<file path="src/rtl/switch_debounce.sv">
// Switch debouncer: synchronizes a vector of raw board switch levels, then
// commits a new debounced value only after the synchronized input has held
// the same non-committed value for CNT_MAX+1 consecutive samples.
module switch_debounce #(
   parameter int WIDTH   = 19,
   parameter int CNT_MAX = 1000000
) (
   input  logic             switclk,
   input  logic             switrst_n,
   input  logic [WIDTH-1:0] sw_raw,
   output logic [WIDTH-1:0] switch_o,
   output logic             sw_chg,
   output logic [WIDTH-1:0] sw_chg_mask,
   output logic             sw_busy
);

   // Counter only ever needs to reach CNT_MAX-1.
   localparam int CW = $clog2(CNT_MAX);
   localparam logic [CW-1:0] CNT_LAST = CW'(CNT_MAX - 1);

   typedef enum logic [1:0] {
      IDLE,
      COUNT,
      COMMIT
   } state_t;

   state_t           state_q, state_d;
   logic [WIDTH-1:0] sync1_q, sync2_q;
   logic [WIDTH-1:0] cand_q, cand_d;
   logic [CW-1:0]    cnt_q, cnt_d;
   logic [WIDTH-1:0] switch_q, switch_d;
   logic [WIDTH-1:0] mask_q, mask_d;
   logic             chg_q, chg_d;

   // Two-flop synchronizer for the asynchronous switch levels.
   always_ff @(posedge switclk or negedge switrst_n) begin
      if (!switrst_n) begin
         sync1_q <= '0;
         sync2_q <= '0;
      end else begin
         sync1_q <= sw_raw;
         sync2_q <= sync1_q;
      end
   end

   // FSM state, candidate, counter and registered outputs.
   always_ff @(posedge switclk or negedge switrst_n) begin
      if (!switrst_n) begin
         state_q  <= IDLE;
         cand_q   <= '0;
         cnt_q    <= '0;
         switch_q <= '0;
         mask_q   <= '0;
         chg_q    <= 1'b0;
      end else begin
         state_q  <= state_d;
         cand_q   <= cand_d;
         cnt_q    <= cnt_d;
         switch_q <= switch_d;
         mask_q   <= mask_d;
         chg_q    <= chg_d;
      end
   end

   // Next-state logic: a bounce back to the committed value abandons the
   // window, a new candidate restarts it, and a full window leads to COMMIT.
   always_comb begin
      state_d  = state_q;
      cand_d   = cand_q;
      cnt_d    = cnt_q;
      switch_d = switch_q;
      mask_d   = mask_q;
      chg_d    = 1'b0;
      case (state_q)
         IDLE: begin
            if (sync2_q != switch_q) begin
               cand_d  = sync2_q;
               cnt_d   = '0;
               state_d = COUNT;
            end
         end
         COUNT: begin
            if (sync2_q == switch_q) begin
               cnt_d   = '0;
               state_d = IDLE;
            end else if (sync2_q != cand_q) begin
               cand_d = sync2_q;
               cnt_d  = '0;
            end else if (cnt_q == CNT_LAST) begin
               state_d = COMMIT;
            end else begin
               cnt_d = cnt_q + CW'(1);
            end
         end
         COMMIT: begin
            switch_d = cand_q;
            mask_d   = cand_q ^ switch_q;
            chg_d    = 1'b1;
            state_d  = IDLE;
         end
         default: begin
            state_d = IDLE;
         end
      endcase
   end

   assign switch_o    = switch_q;
   assign sw_chg      = chg_q;
   assign sw_chg_mask = mask_q;
   assign sw_busy     = (state_q != IDLE);

endmodule

</file>
<file path="config.mk">
export PLATFORM = sky130hd
export DESIGN_NAME = switch_debounce
export DESIGN_NICKNAME = d
export VERILOG_FILES = /design/src/rtl/switch_debounce.sv
export SDC_FILE = /design/constraint.sdc
export NUM_CORES = 1
export LEC_CHECK = 0
export BUFFER_PORTS_ARGS = -buffer_cell sky130_fd_sc_hd__buf_2
export CAP_MARGIN = 15
export CELL_PAD_IN_SITES_DETAIL_PLACEMENT = 1
export CELL_PAD_IN_SITES_GLOBAL_PLACEMENT = 2
export CORE_ASPECT_RATIO = 0.6
export CORE_MARGIN = 3
export CORE_UTILIZATION = 35
export CTS_CLUSTER_SIZE = 16
export DETAILED_ROUTE_END_ITERATION = 7
export PLACE_DENSITY = 0.84
export SETUP_SLACK_MARGIN = 0.4
export SLEW_MARGIN = 10
export SYNTH_ARGS = -nofsm -noshare
export SYNTH_HDL_FRONTEND = slang
export SYNTH_SLANG_ARGS = --single-unit
</file>
<file path="constraint.sdc">
create_clock -name switclk -period 2.1 [get_ports switclk]
set_input_delay 0.315 -clock switclk [delete_from_list [all_inputs] [get_ports switclk]]
set_output_delay 0.315 -clock switclk [all_outputs]
set_load 0.1 [all_outputs]
</file>
==> impl_metrics.py <==
metrics = {
    "run_status": {
        "outcome": "finished with violations",
        "violations": "setup timing",
    },
    "clock_tree": {
        "cts_tree": "built",
        "insertion_delay_ns": 0.42,
        "cts_sinks": 118,
        "cts_buffers": 17,
        "cts-root-buf": "clkbuf_16",
        "clockBufferDepth": 2,
        "htreeDepth": 4,
        "path_clk_slew_ns": 0.06,
    },
    "synth": {
        "yosysTopAreaCellShare": 0.580,
        "syn_area_per_cell_um2": 12.2,
        "synthAdderAreaFrac": 0.00246,
        "ys_seq_area_frac": 0.580,
        "ys_top_cells_by_count": "dfrtp_1, xnor2_1, nand2_1",
        "synth_cell_type_count": 43,
        "yosys-top-cells-area": "dfrtp_1, xnor2_1, mux2_2",
        "synth_xor_xnor_area_share": 0.0981,
        "synth_cells": 416,
        "synth_seq_cells": 118,
        "synth.area.mux_share": 0.0958,
        "synth_nets": 438,
        "synth_compound_area_frac": 0.0767,
        "async_flop_share": 1.00,
        "synth_edf_count": 0,
        "synth_top_family_by_area": "simple AND/OR/NAND/NOR gates",
        "synth-simple-area-share": 0.119,
        "ys_warn_count": 0,
        "ys_dominant_reg_cell": "dfrtp_1",
        "yosysTopAreaCell": "dfrtp_1",
        "synth_area_um2": 5090,
        "synth_most_common_cell": "dfrtp_1",
    },
    "critical_path": {
        "r2r-start": "cand_q[12]$_DFFE_PN0P_",
        "path_class": "reg -> reg",
        "cp.required_ns": 2.42,
        "crit_end": "cnt_q[18]$_DFFE_PN0P_",
        "startpoint": "cand_q[12]$_DFFE_PN0P_",
        "cp.arrival_ns": 2.88,
        "rrSetupSlack_ns": -0.46,
        "rr_worst_depth": 12,
        "end_kind": "register",
        "cp_max_fo": 6,
        "start_kind": "register",
        "r2r-end": "cnt_q[18]$_DFFE_PN0P_",
    },
    "sta": {
        "period_needed_ns": 2.56,
        "setup_ws_ns": -0.458,
        "max-slew-margin-rel": 0.664,
        "worst_slew_pin_slew_ns": 0.507,
        "hold_viol": 0,
        "setup_viol": 40,
        "holdWs_ns": 0.0166,
        "setup-tns-final_ns": -15.47,
        "clock-skew-final_ns": 0.00915,
        "slew_violations": 0,
        "finalCritPeriodShare": 1.22,
        "fmax_ghz": 0.391,
        "rsz0062_at_grt": "true",
    },
    "finish": {
        "diodes": 0,
        "fill_cells": 1455,
        "nets": 626,
        "seq_area_um2": 3020,
        "multi_input_area_um2": 2300,
        "layout-drive-gt1-share": 0.494,
        "area_growth_pct": 54.5,
    },
    "route": {
        "wl_met3_um": 967,
        "wl_met1_um": 7930,
        "wl_per_cell_um": 22.1,
        "route.vias.total": 4189,
        "routed_wl_um": 17900,
        "top_layer_used": "met4",
        "dr_wl_met2_um": 8610,
        "viasPerCell": 5.18,
        "firstDrtPassIters": 5,
        "drt_iter0_markers": 257,
        "route.antenna.remaining_nets": 0,
        "drc_errors": 0,
    },
    "hold_path": {
        "hold_path_class": "in -> reg",
    },
    "power_and_ir_drop": {
        "p_per_area_nw_per_um2": 699,
        "p_leak_nw": 3.49,
        "peakVddDrop_v": 0.000340,
    },
    "die": {
        "fp-row-count": 33,
        "die_area_um2": 16100,
        "coreArea_um2": 14000,
        "start_util": 0.365,
        "die_y_um": 99.4,
        "die_w_um": 162,
        "pin_count": 61,
    },
    "grt": {
        "antenna_found_initial": 0,
        "grt_pass1_vias": 4648,
        "overflow": 0,
        "grt_use_total": 0.226,
        "grt_pass1_wl_um": 27600,
        "grt_max_degree": 59,
    },
    "placement": {
        "port_buffers": 60,
        "hpwl_um": 10100,
        "place_congestion": 0.920,
    },
    "run": {
        "cap_violations": 0,
    },
}
==> area by class of cell <==
type | instances | area share
well taps | 192 | 0.0305
inverters | 18 | 0.00859
clock inverters | 15 | 0.0183
flip-flops and latches | 118 | 0.384
multi-input cells | 264 | 0.293
repair buffers | 185 | 0.212
clock buffers | 17 | 0.0541
==> timing repair <==
item                       CTS  global route
buffers inserted            17             9
gates cloned                 7             0
hold buffers                15             3
gates resized for setup     64            21
hold endpoints to repair    43             3
setup endpoints to repair   49            48
pin swaps                   19             9
==> sequential cells by signal, summed over array words and instances (netlist names) <==
signal and count:
sync1_q 19, state_q 2, cand_q 19, sync2_q 19, cnt_q 20, sw_chg 1
sw_chg_mask 19, switch_o 19
==> worst max-delay path, cell delays in order (launching register included) <==
cell and delay [ns]:
dfrtp_1 0.42, xor2_2 0.20, nor4_4 0.36, buf_4 0.19, nand3_4 0.08, buf_6 0.15
buf_6 0.11, a2111oi_4 0.29, buf_6 0.18, buf_6 0.10, buf_12 0.12, a211oi_2 0.04
o22ai_1 0.21
==> per-layer routing <==
layer	vias to the layer above	track usage
met3	41	0.0670
met1	2148	0.299
met4	0	0.0550
met5	-	0
met2	146	0.369
li1	1854	-
==> how the worst min path moves through the flow <==
stage               startpoint               endpoint  cells after the start
floorplan            switrst_n  cand_q[0]$_DFFE_PN0P_                      0
global placement     switrst_n   sync1_q[6]$_DFF_PN0_                      1
detailed placement   switrst_n   sync1_q[7]$_DFF_PN0_                      1
CTS                  sw_raw[8]   sync1_q[8]$_DFF_PN0_                      1
global route        sw_raw[17]  sync1_q[17]$_DFF_PN0_                      1
finish              sw_raw[17]  sync1_q[17]$_DFF_PN0_                      1
==> logic make-up after synthesis <==
logic type / count (synthesis)
AOI/OAI and AO/OA: 59
xor gates and xnor gates: 57
adders and majority gates: 1
buffers and inverters: 34
DFF: 118
muxes: 44
and+or+nand+nor: 103
==> power breakdown <==
part           total [mW]  switching [mW]  internal (mW)
Clock                2.83            1.17           1.65
Sequential           2.38          0.0499           2.33
Combinational       0.290           0.147          0.143
==> per-stage QoR <==
step / area (um2) / power [mW] / instances / setup slack, ns / util
global placement: 6350 / 2.63 / 726 / -0.461 / 0.455
finish: 7860 / 5.50 / 809 / -0.458 / 0.563
floorplan: 5280 / 2.49 / 416 / -0.198 / -
CTS: 7670 / 5.49 / 797 / -0.335 / 0.550
global route: 7860 / 5.72 / 809 / -0.562 / 0.563
detailed placement: 6350 / 2.64 / 726 / -0.527 / 0.455
==> cell usage in the layout, fill, tap and decap left out, types with 8 or more instances in the layout <==
master / n
and3_1: 10
buf_12: 11
clkbuf_16: 18
buf_6: 14
a211oi_2: 17
dlygate4sd3_1: 18
buf_4: 86
o21ai_1: 10
xnor2_1: 34
dfrtp_1: 96
nand3_1: 18
xor2_1: 14
nand2_1: 28
dfrtp_4: 15
buf_2: 42
mux2_2: 27
nand4_1: 8
o21ai_0: 19
inv_1: 18
xnor2_2: 8
(Power assumes the default switching activity.)
